==> src/rtl/adc_pair_read_scheduler_if.sv <==
// Aligned A/B sample-pair bus from the read scheduler to the algorithm datapath.
// The master drives the pair and valid; the slave returns ready.
interface adc_pair_read_scheduler_if #(
    parameter int DW = 16
);
    logic [DW-1:0] pair_a;
    logic [DW-1:0] pair_b;
    logic          pair_valid;
    logic          pair_ready;

    modport master (output pair_a, output pair_b, output pair_valid, input pair_ready);
    modport slave  (input pair_a, input pair_b, input pair_valid, output pair_ready);
endinterface

==> src/rtl/adc_pair_read_scheduler.sv <==
// Lockstep reader for the channel A/B ADC FIFOs with overflow/skew resync flushes.
// Optional statistics outputs (pair_cnt, max_skew) are enabled by ADC_PAIR_SCHED_STATS_EN.
module adc_pair_read_scheduler #(
    parameter int DW            = 16,
    parameter int SKEW_TIMEOUT  = 64,
    parameter int RST_CYCLES    = 8,
    parameter int SETTLE_CYCLES = 32,
    parameter int CNT_W         = 16
) (
    input  logic                       alg_clk,
    input  logic                       alg_rst_n,
    input  logic                       enable,
    input  logic                       empty_a,
    input  logic                       empty_b,
    input  logic                       full_a,
    input  logic                       full_b,
    input  logic [DW-1:0]              dout_a,
    input  logic [DW-1:0]              dout_b,
    output logic                       rd_en_a,
    output logic                       rd_en_b,
    output logic                       fifo_rst,
    adc_pair_read_scheduler_if.master  pair_if,
    output logic [CNT_W-1:0]           overflow_cnt,
    output logic [CNT_W-1:0]           skew_cnt,
`ifdef ADC_PAIR_SCHED_STATS_EN
    output logic [31:0]                pair_cnt,
    output logic [CNT_W-1:0]           max_skew,
`endif
    output logic                       busy_flush
);
    localparam int TW    = $clog2(SKEW_TIMEOUT + 1);
    localparam int PMAX  = (RST_CYCLES > SETTLE_CYCLES) ? RST_CYCLES : SETTLE_CYCLES;
    localparam int PW    = $clog2(PMAX + 1);

    typedef enum logic [2:0] {WAIT, POP, CAP, HOLD, FLUSH, SETTLE} state_t;

    state_t            state_q, state_d;
    logic              rd_en_q, rd_en_d;
    logic              fifo_rst_q, fifo_rst_d;
    logic              busy_q, busy_d;
    logic              pair_valid_q, pair_valid_d;
    logic [DW-1:0]     pair_a_q, pair_a_d;
    logic [DW-1:0]     pair_b_q, pair_b_d;
    logic [CNT_W-1:0]  ovf_cnt_q, ovf_cnt_d;
    logic [CNT_W-1:0]  skew_cnt_q, skew_cnt_d;
    logic [TW-1:0]     skew_tmr_q, skew_tmr_d;
    logic [PW-1:0]     phase_q, phase_d;
    logic              one_side;
`ifdef ADC_PAIR_SCHED_STATS_EN
    logic [31:0]       pair_cnt_q, pair_cnt_d;
    logic [CNT_W-1:0]  max_skew_q, max_skew_d;
`endif

    function automatic logic [CNT_W-1:0] sat_inc(input logic [CNT_W-1:0] v);
        return (&v) ? v : v + 1'b1;
    endfunction

    assign one_side = empty_a ^ empty_b;

    always_comb begin
        state_d      = state_q;
        rd_en_d      = 1'b0;
        fifo_rst_d   = 1'b0;
        busy_d       = 1'b0;
        pair_valid_d = pair_valid_q;
        pair_a_d     = pair_a_q;
        pair_b_d     = pair_b_q;
        ovf_cnt_d    = ovf_cnt_q;
        skew_cnt_d   = skew_cnt_q;
        skew_tmr_d   = '0;
        phase_d      = '0;
        case (state_q)
            WAIT: begin
                // Overflow beats skew beats a normal pop; flush checks ignore enable.
                if (full_a || full_b) begin
                    state_d    = FLUSH;
                    fifo_rst_d = 1'b1;
                    busy_d     = 1'b1;
                    ovf_cnt_d  = sat_inc(ovf_cnt_q);
                end else if (skew_tmr_q == TW'(SKEW_TIMEOUT - 1)) begin
                    state_d    = FLUSH;
                    fifo_rst_d = 1'b1;
                    busy_d     = 1'b1;
                    skew_cnt_d = sat_inc(skew_cnt_q);
                end else if (enable && !empty_a && !empty_b) begin
                    state_d = POP;
                    rd_en_d = 1'b1;
                end else if (one_side) begin
                    skew_tmr_d = skew_tmr_q + 1'b1;
                end
            end
            POP:  state_d = CAP;
            CAP: begin
                // Non-FWFT FIFOs: dout is valid the cycle after the rd_en pulse.
                pair_a_d     = dout_a;
                pair_b_d     = dout_b;
                pair_valid_d = 1'b1;
                state_d      = HOLD;
            end
            HOLD: begin
                if (pair_if.pair_ready) begin
                    pair_valid_d = 1'b0;
                    state_d      = WAIT;
                end
            end
            FLUSH: begin
                busy_d     = 1'b1;
                fifo_rst_d = 1'b1;
                phase_d    = phase_q + 1'b1;
                if (phase_q == PW'(RST_CYCLES - 1)) begin
                    state_d    = SETTLE;
                    fifo_rst_d = 1'b0;
                    phase_d    = '0;
                end
            end
            SETTLE: begin
                busy_d  = 1'b1;
                phase_d = phase_q + 1'b1;
                if (phase_q == PW'(SETTLE_CYCLES - 1)) begin
                    state_d = WAIT;
                    busy_d  = 1'b0;
                    phase_d = '0;
                end
            end
            default: state_d = WAIT;
        endcase
    end

`ifdef ADC_PAIR_SCHED_STATS_EN
    always_comb begin
        pair_cnt_d = pair_cnt_q + 32'(pair_valid_q & pair_if.pair_ready);
        max_skew_d = (CNT_W'(skew_tmr_q) > max_skew_q) ? CNT_W'(skew_tmr_q) : max_skew_q;
    end
`endif

    always_ff @(posedge alg_clk or negedge alg_rst_n) begin
        if (!alg_rst_n) begin
            state_q      <= WAIT;
            rd_en_q      <= 1'b0;
            fifo_rst_q   <= 1'b0;
            busy_q       <= 1'b0;
            pair_valid_q <= 1'b0;
            pair_a_q     <= '0;
            pair_b_q     <= '0;
            ovf_cnt_q    <= '0;
            skew_cnt_q   <= '0;
            skew_tmr_q   <= '0;
            phase_q      <= '0;
`ifdef ADC_PAIR_SCHED_STATS_EN
            pair_cnt_q   <= '0;
            max_skew_q   <= '0;
`endif
        end else begin
            state_q      <= state_d;
            rd_en_q      <= rd_en_d;
            fifo_rst_q   <= fifo_rst_d;
            busy_q       <= busy_d;
            pair_valid_q <= pair_valid_d;
            pair_a_q     <= pair_a_d;
            pair_b_q     <= pair_b_d;
            ovf_cnt_q    <= ovf_cnt_d;
            skew_cnt_q   <= skew_cnt_d;
            skew_tmr_q   <= skew_tmr_d;
            phase_q      <= phase_d;
`ifdef ADC_PAIR_SCHED_STATS_EN
            pair_cnt_q   <= pair_cnt_d;
            max_skew_q   <= max_skew_d;
`endif
        end
    end

    assign rd_en_a            = rd_en_q;
    assign rd_en_b            = rd_en_q;
    assign fifo_rst           = fifo_rst_q;
    assign busy_flush         = busy_q;
    assign pair_if.pair_a     = pair_a_q;
    assign pair_if.pair_b     = pair_b_q;
    assign pair_if.pair_valid = pair_valid_q;
    assign overflow_cnt       = ovf_cnt_q;
    assign skew_cnt           = skew_cnt_q;
`ifdef ADC_PAIR_SCHED_STATS_EN
    assign pair_cnt           = pair_cnt_q;
    assign max_skew           = max_skew_q;
`endif
endmodule

==> src/flat_wrapper.sv <==
// flat-port wrapper written by rule: the top's interface ports become plain ports
module adc_pair_read_scheduler_flat 
#(
    parameter int DW            = 16,
    parameter int SKEW_TIMEOUT  = 64,
    parameter int RST_CYCLES    = 8,
    parameter int SETTLE_CYCLES = 32,
    parameter int CNT_W         = 16
)
  (alg_clk, alg_rst_n, enable, empty_a, empty_b, full_a, full_b, dout_a, dout_b, rd_en_a, rd_en_b, fifo_rst, overflow_cnt, skew_cnt, busy_flush, pair_if_pair_a, pair_if_pair_b, pair_if_pair_valid, pair_if_pair_ready);
  adc_pair_read_scheduler_if #(.DW(DW)) pair_if_i ();
  input  logic alg_clk;
  input  logic alg_rst_n;
  input  logic enable;
  input  logic empty_a;
  input  logic empty_b;
  input  logic full_a;
  input  logic full_b;
  input  logic [DW-1:0] dout_a;
  input  logic [DW-1:0] dout_b;
  output logic rd_en_a;
  output logic rd_en_b;
  output logic fifo_rst;
  output logic [CNT_W-1:0] overflow_cnt;
  output logic [CNT_W-1:0] skew_cnt;
  output logic busy_flush;
  output wire logic [$bits(pair_if_i.pair_a)-1:0] pair_if_pair_a;
  output wire logic [$bits(pair_if_i.pair_b)-1:0] pair_if_pair_b;
  output wire logic [$bits(pair_if_i.pair_valid)-1:0] pair_if_pair_valid;
  input wire logic [$bits(pair_if_i.pair_ready)-1:0] pair_if_pair_ready;
  assign pair_if_pair_a = pair_if_i.pair_a;
  assign pair_if_pair_b = pair_if_i.pair_b;
  assign pair_if_pair_valid = pair_if_i.pair_valid;
  assign pair_if_i.pair_ready = pair_if_pair_ready;
  adc_pair_read_scheduler #(.DW(DW), .SKEW_TIMEOUT(SKEW_TIMEOUT), .RST_CYCLES(RST_CYCLES), .SETTLE_CYCLES(SETTLE_CYCLES), .CNT_W(CNT_W)) u_core (.alg_clk(alg_clk), .alg_rst_n(alg_rst_n), .enable(enable), .empty_a(empty_a), .empty_b(empty_b), .full_a(full_a), .full_b(full_b), .dout_a(dout_a), .dout_b(dout_b), .rd_en_a(rd_en_a), .rd_en_b(rd_en_b), .fifo_rst(fifo_rst), .pair_if(pair_if_i), .overflow_cnt(overflow_cnt), .skew_cnt(skew_cnt), .busy_flush(busy_flush));
endmodule
==> config.mk <==
export PLATFORM = sky130hd
export DESIGN_NAME = adc_pair_read_scheduler_flat
export DESIGN_NICKNAME = d
export VERILOG_FILES = /design/src/rtl/adc_pair_read_scheduler_if.sv /design/src/rtl/adc_pair_read_scheduler.sv /design/src/flat_wrapper.sv
export SDC_FILE = /design/constraint.sdc
export NUM_CORES = 1
export LEC_CHECK = 0
export ABC_CLOCK_PERIOD_IN_PS = 5800
export BUFFER_PORTS_ARGS = -buffer_cell sky130_fd_sc_hd__buf_2
export CAP_MARGIN = 15
export CORE_MARGIN = 1.5
export CORE_UTILIZATION = 55
export DETAILED_ROUTE_END_ITERATION = 12
export PLACE_DENSITY = 0.84
export SETUP_SLACK_MARGIN = 0.3
export SYNTH_ARGS = -nofsm -noshare
export SYNTH_HDL_FRONTEND = slang
export SYNTH_SLANG_ARGS = --single-unit
==> constraint.sdc <==
create_clock -name alg_clk -period 5.8 [get_ports alg_clk]
set_clock_uncertainty 0.05 [all_clocks]
set_input_delay 0 -clock alg_clk [delete_from_list [all_inputs] [get_ports alg_clk]]
set_output_delay 0 -clock alg_clk [all_outputs]
set_load 0.05 [all_outputs]
==> flow_summary.ini, run 1 <==
[run_status]
status = finished, final reports clean

[flow_run]
drv_cap = 0

[route]
first_iter_violations = 119
postRouteAntennaNets = 0
via_per_inst = 5.37
drcViolationCount = 0
drt-total-wl_um = 8400
vias = 2830
dr.pass1.iters = 4
routedWlPerCell_um = 15.9

[die]
design.portCount = 109
initial_core_util_pct = 57.2
die-area_um2 = 7100
die_w_um = 84.3
rows = 29
die_h_um = 84.3
core_um2 = 6350

[layout]
final_nets = 489
drive_above_1_share_pct = 38.2
final_cell_mix = buf_2, dfrtp_1, dlygate4sd3_1
final_common_cell = buf_2
syn2layout_area_growth_pct = 35.1
antenna_cells = 0
fin_area_um2 = 4910

[yosys]
synth-edff-count = 0
yosys_register_bits = 84
syn_area_um2 = 3630
yosysTopAreaCell = dfrtp_1
seq_area_frac_synth_pct = 57.9
synthDistinctLibCells = 40
yosysWarnings = 0
avgSynthCellArea_um2 = 12.5
synth_cells = 291
synthFlopType = dfrtp_1
synth_nets = 335
yosys.area.top_type_share_pct = 57.9
async_reset_ff_share_pct = 100
yosys-top-cells-area = dfrtp_1, mux2_2, xnor2_1

[setup_path]
critPathTopFamily = buffers and inverters
rr_startpoint = u_core.skew_cnt[0]
critPathMaxFanout = 6
crit_arrival_ns = 2.32
critPathKind = primary input to register
critical_path.slowest_cell = dlygate4sd3_1
required_ns = 6.02
cpMostUsedCell = dlygate4sd3_1
slowest_delay_ns = 0.59
setup.worst_path.start_class = primary input
worstSetupEndpointType = register
crit_chain = dlygate4sd3_1 -> buf_2 -> nor2_1 -> dlygate4sd3_1 -> nand2_1 -> or2_2 -> nand2b_1 -> nor3_1
crit_buf_inv = 3
startpoint = full_a

[placed_design]
gp_congestion = 0.772
io_buffers = 108
placedInstanceArea_um2 = 4250
hpwl_um = 4990

[clocking]
cts_buffers = 9
htreeDepth = 3
tritoncts = yes
root_buffer = clkbuf_8
clk_pin_slew_ns = 0.08
cts_max_path_buffers = 2
cts_num_sinks = 84
clk_latency_ns = 0.35

[global_route]
met2_usage_pct = 39.3
overflow = 0
grt_pass1_wl_um = 13800
grt_pass1_vias = 2766
use_met3_pct = 8.26
grt_usage_pct = 24.7
grt-busiest-layer = met2
grtUsageMet1_pct = 32.3
antenna_found_initial = 0
grt_max_degree = 85

[min_path]
hold_class = primary input to register
hold_path.startpoint = full_b

[sta]
period_share_pct = 36.2
totalNegativeSetupSlack_ns = 0
tightest_slew_ns = 1.00
rsz0062_at_grt = false
setup_viol_count_final = 0
fin_crit_ns = 2.10
hold_violations = 0
max-slew-margin-rel_pct = 33.3
fmax_mhz = 476
report.final.slew_viol_count = 0

[power_and_ir_drop]
powerDensity_nw_per_um2 = 483
vdd_drop_max_mv = 0.483
p_leak_nw = 2.43
==> registers in the layout (all words and copies together) (netlist names) <==
name,flops
u_core.phase_q,6
u_core.busy_flush,1
u_core.pair_if.pair_valid,1
u_core.overflow_cnt,16
u_core.state_q,3
u_core.fifo_rst,1
u_core.pair_if.pair_a,16
u_core.skew_tmr_q,7
u_core.rd_en_a,1
u_core.skew_cnt,16
u_core.pair_if.pair_b,16
==> logic make-up after synthesis <==
logic type | after synthesis | share of synthesized area, %
compound gates | 16 | 3.55
xor+xnor | 38 | 9.16
fa+ha+maj | 4 | 1.38
buf+inv | 10 | 1.31
flops | 84 | 57.9
mux | 35 | 10.9
simple gates | 104 | 15.9
==> power breakdown <==
group          total [mW]  leakage (nW)  internal, mW  switching, mW
logic               0.993          1.21         0.289          0.704
clock network       0.514         0.130         0.311          0.203
registers           0.864          1.09         0.744          0.120
==> path summary, 6_finish.rpt <==
path	end	slack (ns)	cells past startpoint
max in group asynchronous	u_core.phase_q[2]	4.74	2
setup / recovery	u_core.skew_tmr_q[3]	3.70	8
min in group asynchronous	u_core.pair_if.pair_a[7]	0.33	2
hold reg to reg	u_core.phase_q[0]	0.41	1
hold / removal	u_core.fifo_rst	0.05	4
setup reg to reg	u_core.skew_cnt[1]	3.77	5
==> layout make-up <==
| class | instances | area (um^2) |
|---|---|---|
| Clock buffer | 11 | 151 |
| Clock inverter | 5 | 108 |
| Fill cell | 391 | 1440 |
| Timing Repair Buffer | 149 | 951 |
| Sequential cell | 84 | 2100 |
| Multi-Input combinational cell | 197 | 1480 |
| Tap cell | 77 | 96.3 |
| Inverter | 4 | 15.0 |
==> routing by layer <==
layer	vias to the layer above	part of all wire [%]	routed length, um
met5	-	0	0
met4	0	1.4	114
met3	14	7.5	626
met2	111	47	3980
met1	1379	44	3680
li1	1326	-	-
==> through the flow <==
step                instances  setup WS [ns]  utilization [%]  hold slack, ns  power, mW
detailed placement        471           3.78             66.9           0.188       1.82
global route              527           3.54             77.3          0.0478       2.47
floorplan                 291           3.63                -          -0.346       1.59
finish                    527           3.70             77.3          0.0533       2.37
CTS                       527           3.74             77.3          0.0390       2.35
global placement          471           3.87             66.9           0.181       1.79
==> worst register-to-register path, delay by kind of cell (launching register included) <==
kind / cells / cell delay, ns
AOI/OAI and AO/OA: 1 / 0.38
adders and majority gates: 1 / 0.24
DFF: 1 / 0.45
muxes: 1 / 0.38
and+or+nand+nor: 2 / 0.43
==> cell usage after synthesis, drive strengths merged (6+ instances only) <==
master	n
dfrtp	84
nand3	19
mux2	35
nor3	10
nor2	23
xor2	13
buf	6
nand4	7
nand2	17
and3	9
xnor2	25
==> repair_timing <==
item | 4_1_cts | 5_1_grt
setup endpoints to repair | 0 | 0
gates resized for setup | 0 | 0
endpoints found under the hold margin | 121 | 0
buffers inserted | 0 | 0
hold buffers | 40 | 0
Note: power is estimated with default switching activity, not from simulation.
==> run 2, diff against run 1 <==
--- a/config.mk
+++ b/config.mk
@@ -5,13 +5,14 @@
 export SDC_FILE = /design/constraint.sdc
 export NUM_CORES = 1
 export LEC_CHECK = 0
-export ABC_CLOCK_PERIOD_IN_PS = 5800
+export ABC_AREA = 1
+export ABC_CLOCK_PERIOD_IN_PS = 1800
 export BUFFER_PORTS_ARGS = -buffer_cell sky130_fd_sc_hd__buf_2
 export CAP_MARGIN = 15
 export CORE_MARGIN = 1.5
-export CORE_UTILIZATION = 55
+export CORE_UTILIZATION = 48
 export DETAILED_ROUTE_END_ITERATION = 12
-export PLACE_DENSITY = 0.84
+export PLACE_DENSITY = 0.77
 export SETUP_SLACK_MARGIN = 0.3
 export SYNTH_ARGS = -nofsm -noshare
 export SYNTH_HDL_FRONTEND = slang
==> constraint.sdc (replaced) <==
create_clock -name alg_clk -period 1.8 [get_ports alg_clk]
set_clock_uncertainty 0.05 [all_clocks]
set_input_delay 0 -clock alg_clk [delete_from_list [all_inputs] [get_ports alg_clk]]
set_output_delay 0 -clock alg_clk [all_outputs]
set_load 0.05 [all_outputs]
==> flow_summary.ini, run 2 <==
[run_status]
status = finished, final reports clean

[layout]
syn2layout_area_growth_pct = 44.7
final_common_cell = nand2_1
final_nets = 760
fin_cells = 826
fillCellCount = 606
drive_above_1_share_pct = 34.8
final_cell_mix = nand2_1, buf_2, dfrtp_1
ff_latch_area_um2 = 2130
multi_input_area_um2 = 2130
antenna_cells = 0

[flow_run]
drv_cap = 0

[clocking]
tritoncts = yes
cts_max_path_buffers = 2
clk_pin_slew_ns = 0.09
clk_latency_ns = 0.34
htreeDepth = 3
cts_buffers = 9
root_buffer = clkbuf_8
cts_num_sinks = 84

[yosys]
synth_compound_area_share_pct = 1.81
synthFlopType = dfrtp_1
yosys.area.top_type_share_pct = 50.7
yosysWarnings = 0
synthMuxAreaShare_pct = 0
synth-xor-area-share_pct = 4.86
async_reset_ff_share_pct = 100
avgSynthCellArea_um2 = 7.72
synth_nets = 581
synth_common_cells = nand2_1, dfrtp_1, nor2_1, inv_1, nand3_1
synth_cells = 537
yosys-top-cells-area = dfrtp_1, nand2_1, nor2_1
synth_top_family_by_area = simple AND/OR/NAND/NOR gates
seq_area_frac_synth_pct = 50.7
syn_area_um2 = 4150
yosysMostFrequentCell = nand2_1
yosys_register_bits = 84
synth-simple-area-share_pct = 36.1
yosys.area_share.adder_pct = 1.21
yosysTopAreaCell = dfrtp_1
synth-edff-count = 0
synthDistinctLibCells = 26

[sta]
fmax_mhz = 636
hold_violations = 0
max-slew-margin-rel_pct = 63.5
setup_viol_count_final = 0
totalNegativeSetupSlack_ns = 0
fin_crit_ns = 1.57
rsz0062_at_grt = true
report.final.slew_viol_count = 0
tightest_slew_ns = 0.546
period_share_pct = 87.3

[global_route]
antenna_found_initial = 0
use_met3_pct = 4.74
overflow = 0
grt_max_degree = 50
grt-busiest-layer = met2
met2_usage_pct = 46.1
grt_pass1_vias = 4035
grt_pass1_wl_um = 18400
grt_usage_pct = 25.9
grtUsageMet1_pct = 31.2

[route]
postRouteAntennaNets = 0
via_per_inst = 5.02
drt-total-wl_um = 11400
vias = 4145
routedWlPerCell_um = 13.8
drcViolationCount = 0
first_iter_violations = 235
dr.pass1.iters = 4

[setup_path]
critPathKind = register to register
crit_arrival_ns = 1.80
reg2reg_slack_ns = 0.23
required_ns = 2.03
worstSetupEndpointType = register
critPathMaxFanout = 8
setup.worst_path.start_class = register

[power_and_ir_drop]
powerDensity_nw_per_um2 = 1310
vdd_drop_max_mv = 1.12
p_leak_nw = 3.15

[die]
rows = 33
die_w_um = 95.9
initial_core_util_pct = 49.9
core_um2 = 8300
die_h_um = 95.9
design.portCount = 109
die-area_um2 = 9200

[min_path]
hold_class = primary input to register

[placed_design]
io_buffers = 108
place_inst = 744
hpwl_um = 6600
gp_congestion = 0.834
-- run 2: cell count changes after synthesis, sizes merged, moves of 3 or more --
cell | before | now
nand3 | 19 | 28
and3 | 9 | 0
xnor2 | 25 | 12
and4 | 3 | 0
nand2b | 4 | 0
o21ai | 4 | 9
mux2 | 35 | 0
clkbuf | 0 | 6
nor2 | 23 | 61
nand2 | 17 | 256
nor3 | 10 | 6
inv | 4 | 40
-- run 2: what timing repair did --
action	in CTS	in global routing
buffers inserted	15	9
hold buffers	37	0
gates resized for setup	34	47
endpoints found under the setup margin	34	38
gates cloned	3	2
endpoints found under the hold margin	87	0
pin swaps	22	13
-- run 2: path summary, 6_finish.rpt --
kind                                            from                    to  cells past startpoint
min in group asynchronous                  alg_rst_n        u_core.rd_en_a                      2
worst min register to register     u_core.phase_q[0]     u_core.phase_q[0]                      1
max in group asynchronous                  alg_rst_n     u_core.state_q[2]                      3
worst max-delay path            u_core.skew_tmr_q[0]    u_core.skew_cnt[7]                      9
worst min-delay path                         empty_b  u_core.skew_tmr_q[6]                      5
worst max register to register  u_core.skew_tmr_q[0]    u_core.skew_cnt[7]                      9
-- run 2: layout make-up --
class	instances	share of cell area, %
clock buffers	11	2.36
inverters	40	2.71
well taps	105	2.19
clock inverters	5	1.02
flip-flops and latches	84	35.6
repair inverters	1	0.188
multi-input cells	405	35.6
repair buffers	175	20.4
-- run 2: per-stage QoR --
stage / utilization [%] / hold WS, ns / cell area [um^2] / worst slack (ns) / power [mW]
6_report: 72.3 / 0.0431 / 6000 / 0.228 / 7.88
5_1_grt: 72.3 / 0.0602 / 6000 / 0.137 / 8.31
4_1_cts: 69.4 / 0.0306 / 5760 / 0.284 / 7.64
3_5_place_dp: 59.0 / -0.0553 / 4890 / 0.125 / 6.06
3_3_place_gp: 59.0 / -0.0570 / 4890 / 0.233 / 5.98
2_1_floorplan: - / -0.346 / 4230 / 0.126 / 5.25
-- run 2: worst max-delay path: stages, from the launching register on --
cell	delay [ns]
dfrtp_1	0.41
ha_4	0.17
nand3_4	0.10
nor2_4	0.12
nand2_2	0.08
nor3_4	0.18
buf_6	0.14
buf_12	0.13
nand2_2	0.07
nand2_1	0.06
-- run 2: logic make-up (layout without fill, tap and decap cells) --
group           count (synthesis)  in the layout
buf+inv                        51            232
simple gates                  361            364
fa+ha+maj                       4              4
compound gates                 14             14
xor+xnor                       23             23
flops                          84             84
-- run 2: power breakdown --
part | switching (mW) | internal [mW] | total (mW)
logic | 2.74 | 1.00 | 3.74
registers | 0.366 | 2.40 | 2.77
clock network | 0.691 | 0.682 | 1.37
total | 3.80 | 4.08 | 7.88
-- run 2: routing by layer --
layer	up-vias	routed length, um
met5	-	0
met4	0	245
met3	27	564
met2	143	6080
met1	1957	4550
li1	2018	-
